--- src/rtl/seven_seg_pkg.sv ---
`default_nettype none
// Segment patterns for a 7-segment digit, ordered {a,b,c,d,e,f,g} with 1 = lit,
// plus the font selector encodings used by bcd_to_7seg.
package seven_seg_pkg;

  localparam int FONT_CODE_B = 0;
  localparam int FONT_HEX    = 1;

  localparam logic [6:0] SEG_0     = 7'h7E;
  localparam logic [6:0] SEG_1     = 7'h30;
  localparam logic [6:0] SEG_2     = 7'h6D;
  localparam logic [6:0] SEG_3     = 7'h79;
  localparam logic [6:0] SEG_4     = 7'h33;
  localparam logic [6:0] SEG_5     = 7'h5B;
  localparam logic [6:0] SEG_6     = 7'h5F;
  localparam logic [6:0] SEG_7     = 7'h70;
  localparam logic [6:0] SEG_8     = 7'h7F;
  localparam logic [6:0] SEG_9     = 7'h7B;

  // Code-B glyphs for codes A-F.
  localparam logic [6:0] SEG_DASH  = 7'h01;
  localparam logic [6:0] SEG_E     = 7'h4F;
  localparam logic [6:0] SEG_H     = 7'h37;
  localparam logic [6:0] SEG_L     = 7'h0E;
  localparam logic [6:0] SEG_P     = 7'h67;
  localparam logic [6:0] SEG_BLANK = 7'h00;

  localparam logic [6:0] SEG_HEX_A = 7'h77;
  localparam logic [6:0] SEG_HEX_B = 7'h1F;
  localparam logic [6:0] SEG_HEX_C = 7'h4E;
  localparam logic [6:0] SEG_HEX_D = 7'h3D;
  localparam logic [6:0] SEG_HEX_E = 7'h4F;
  localparam logic [6:0] SEG_HEX_F = 7'h47;

endpackage
`default_nettype wire

--- src/rtl/bcd_to_7seg.sv ---
`default_nettype none
// Digit-code to 7-segment decoder with selectable font, optional output
// register and optional common-anode inversion. Revision 1.0.
module bcd_to_7seg
  import seven_seg_pkg::*;
#(
  parameter int FONT       = FONT_CODE_B,
  parameter int REGISTERED = 0,
  parameter int INVERT     = 0
) (
  input  logic       i_clk,
  input  logic       i_reset_n,
  input  logic [3:0] i_bcd,
  output logic [6:0] o_led
);

  // No default arm: an unknown code must propagate X rather than a pattern.
  function automatic logic [6:0] font_lookup(input logic [3:0] code);
    logic [6:0] seg;
    case (code)
      4'h0: seg = SEG_0;
      4'h1: seg = SEG_1;
      4'h2: seg = SEG_2;
      4'h3: seg = SEG_3;
      4'h4: seg = SEG_4;
      4'h5: seg = SEG_5;
      4'h6: seg = SEG_6;
      4'h7: seg = SEG_7;
      4'h8: seg = SEG_8;
      4'h9: seg = SEG_9;
      4'hA: seg = (FONT == FONT_HEX) ? SEG_HEX_A : SEG_DASH;
      4'hB: seg = (FONT == FONT_HEX) ? SEG_HEX_B : SEG_E;
      4'hC: seg = (FONT == FONT_HEX) ? SEG_HEX_C : SEG_H;
      4'hD: seg = (FONT == FONT_HEX) ? SEG_HEX_D : SEG_L;
      4'hE: seg = (FONT == FONT_HEX) ? SEG_HEX_E : SEG_P;
      4'hF: seg = (FONT == FONT_HEX) ? SEG_HEX_F : SEG_BLANK;
    endcase
    return seg;
  endfunction

  logic [6:0] seg_core;

  if (REGISTERED != 0) begin : g_reg
    always_ff @(posedge i_clk or negedge i_reset_n) begin
      if (!i_reset_n) seg_core <= SEG_BLANK;
      else            seg_core <= font_lookup(i_bcd);
    end
  end else begin : g_comb
    // Clock and reset are intentionally ignored in the combinational build.
    logic unused_clk_rst;
    assign unused_clk_rst = &{1'b0, i_clk, i_reset_n};
    always_comb seg_core = font_lookup(i_bcd);
  end

  assign o_led = (INVERT != 0) ? ~seg_core : seg_core;

endmodule
`default_nettype wire

--- config.mk ---
export PLATFORM = sky130hd
export DESIGN_NAME = bcd_to_7seg
export DESIGN_NICKNAME = d
export VERILOG_FILES = /design/src/rtl/seven_seg_pkg.sv /design/src/rtl/bcd_to_7seg.sv
export SDC_FILE = /design/constraint.sdc
export NUM_CORES = 1
export LEC_CHECK = 0
export BUFFER_PORTS_ARGS = -buffer_cell sky130_fd_sc_hd__clkbuf_2
export CORE_AREA = 4 4 41 43
export DETAILED_ROUTE_END_ITERATION = 8
export DIE_AREA = 0 0 45 47
export SLEW_MARGIN = 20
export SYNTH_ARGS = -nofsm -noshare
export SYNTH_HDL_FRONTEND = slang
export SYNTH_SLANG_ARGS = --single-unit
--- constraint.sdc ---
create_clock -name vclk -period 2.02
set_input_delay 0.202 -clock vclk [all_inputs]
set_output_delay 0.202 -clock vclk [all_outputs]
set_load 0.02 [all_outputs]
After elaboration in Yosys (flattened, before gate mapping)
Memories as Yosys holds them, arrays and structs flattened.
Index checks and enable logic that the tools add are counted.
{"block": "totals", "reg_bits": 0, "rom_bits": 112, "in_bits": 6, "out_inout_bits": 7, "elab_cells": 1, "mem_count": 1}
{"memory": "(no name shown)", "depth": 16, "word_bits": 7, "rd": 1, "rd_clocked_by_memory_dff": 0, "write_ports": 0, "line": "bcd_to_7seg.sv:20", "rtl": "case (code)"}

Longest topological paths before layout
An unclocked memory read counts as a cell.
{"block": "depth", "ltp_word": 1, "mapped_depth": 5, "mapped_depth_nobuf": 5}

Worst setup path before layout
Ideal clock, no wire load.
{"block": "synth_timing", "kind": "input-to-output", "from": "in i_bcd[0]", "to": "out o_led[2]", "arrival_time_ps": 1082, "required_ps": 1818, "slack_ps": 736, "cell_stages": 5, "n_path_buf": 0, "cell_sequence": "inv_1 > ha_1 > inv_1 > mux2i_1 > o221ai_1"}
{"block": "synth_via", "elab_chain_cells": 1}
{"item": "from (decl)", "line": "bcd_to_7seg.sv:13", "rtl": "input logic [3:0] i_bcd,"}
{"item": "$mem_v2 Z16 W7"}
{"item": "to (decl)", "line": "bcd_to_7seg.sv:14", "rtl": "output logic [6:0] o_led"}
No other way between the ends.

Worst setup path in the final report
{"block": "layout_timing", "from": "in i_bcd[1]", "to": "out o_led[2]"}
Same word-level chain as after synthesis.

==> reports/metrics.cfg <==
[outcome]
status=finished clean

[route]
first_pass_iters=1
dr.first_iter.drc_count=0
wl_um=554
wl_per_cell_um=8.79
vias=275
drc_errors=0
vias_per_cell=4.37
ant_nets=0

[layout]
area_delta_synth_final_pct=20.9
nClkBuffers=0
final.fill_count=159
drive_above_1_share=0.292
regArea_um2=0
fin_nets=63
antennaDiodeCount=0
seq_cells=0
fin_util=0.256

[grt]
grt.total_usage=0.0527
grt_max_degree=16
grt_pass1_wl_um=897
grt_pass1_vias=239
antenna_found_initial=0
grt_overflow=0

[yosys]
yosys_warnings=0
synthSimpleGateAreaFrac=0.177
synthMostInstantiatedCell=ha_1
synth_area_leaders=ha_1 32%, mux2i_1 11%, a21oi_1 7.3%, inv_1 6.8%, nand2b_1 6.8%
synth_cell_types=15
synthMuxAreaShare=0.109
synth_top_family_by_area=adder cells
seq_area_frac_synth=0
syn-num-nets=52
synth_compound_area_frac=0.268
synth_xor_area_frac=0
synth_fa_ha_area_frac=0.318
synthCells=39
syn_avg_cell_area_um2=7.06
synth.largest_area_cell=ha_1
syn_area_um2=275
synth_commonest_cells=7 x ha_1, 5 x inv_1, 4 x a21oi_1
yosysTopAreaCellShare=0.318

[cts]
cts_hold_buf=0
post_cts_resize_count=0
postCtsSetupBuffers=0

[pwr]
p_total_uw=83.1
pwr-share-comb=1.000
switchingPower_uw=52.7
seq_power_share=0
swShare=0.634
pwr_density_cell_nw_per_um2=250
p_int_uw=30.4
ir_worst_vdd_v=0.0000643
p_clk_frac=0
p_leak_uw=0.000175

[place]
numPortBuffers=11
dp_hpwl_um=475
dpl_worst_slack_ps=523
gp_congestion=0.668

[worst_setup_path]
cp_max_fo=6
worstPathRequired_ps=1820
path_class=in2out
crit_path_end_kind=output port
crit_path_start_kind=input pin
worst_ep_arrival_time_ps=1290

[floorplanning]
start_util=0.212
die_h_um=47
num_io_pins=13
rows=13
dieArea_um2=2120
coreArea_um2=1300
chipWidth_um=45

[sta]
fin_crit_ps=1500
finalSetupViolations=0
timing.final.crit_share=0.741
slew_violations=0
finalWorstSetupSlack_ps=523
whs_ps=860
hold_viol=0
max_slew.worst_pin.slew_ps=281
finalSetupTns_ps=0
rsz0062_at_grt=no
fmax_mhz=668
maxSlewHeadroom=0.812

[hold_path]
hold_class=in2out
holdPathEnd=o_led[3]
holdPathStages=3
hold_path_startpoint=i_bcd[2]

[run]
cap_violations=0

-- layout make-up --
cell class,count,area (um^2),share of cell area
Timing Repair Buffer,11,55.1,0.165
Tap cell,15,18.8,0.0564
Multi-Input combinational cell,32,240,0.722
Inverter,5,18.8,0.0564
-- power by group through the flow --
stage               sequential (uW)  clock [uW]  combinational [uW]
floorplan                         0           0                60.6
CTS                               0           0                84.4
global placement                  0           0                83.7
finish                            0           0                83.1
global route                      0           0                91.8
detailed placement                0           0                84.3
-- stage by stage --
step	cells	area [um^2]
final	63	333
after global placement	63	333
after floorplan	39	275
after CTS	63	333
after global routing	63	333
after detailed placement	63	333
-- kinds of logic (layout without fill, tap and decap cells) --
logic type               Yosys count  count (layout)
AND/OR/NAND/NOR                   10              10
adder cells (fa/ha/maj)            7               7
buffers and inverters              7              16
multiplexers                       3               3
AO/OA/AOI/OAI                     12              12
-- how the worst max path moves through the flow --
stage | to | slack (ps) | cells after the start | start
2_1_floorplan | o_led[2] | 740 | 5 | i_bcd[0]
3_3_place_gp | o_led[2] | 540 | 7 | i_bcd[1]
3_5_place_dp | o_led[2] | 520 | 7 | i_bcd[1]
4_1_cts | o_led[2] | 520 | 7 | i_bcd[1]
5_1_grt | o_led[2] | 440 | 7 | i_bcd[1]
6_report | o_led[2] | 520 | 7 | i_bcd[1]
-- cell usage in the layout, fill, tap and decap left out, drive strengths merged --
cell type	Yosys	final
o221ai	1	1
o21ai	3	3
o22ai	2	2
nor3	1	1
nand2b	3	3
inv	5	5
clkbuf	0	11
nand2	4	4
a21oi	6	6
ha	7	7
nor2	2	2
mux2i	3	3
-- critical path, cell delays in order --
cell      delay (ps)
clkbuf_2         160
inv_1            110
ha_1             300
inv_1             80
mux2i_1           70
o221ai_1         180
clkbuf_2         200
-- routing by layer --
layer  vias to the layer above  share of wire  track usage
li1                        152              -            -
met1                       116           0.51       0.0787
met2                         7           0.42       0.0904
met4                         0              0            0
met3                         0          0.063            0
met5                         -              0            0
(Power assumes the default switching activity.)
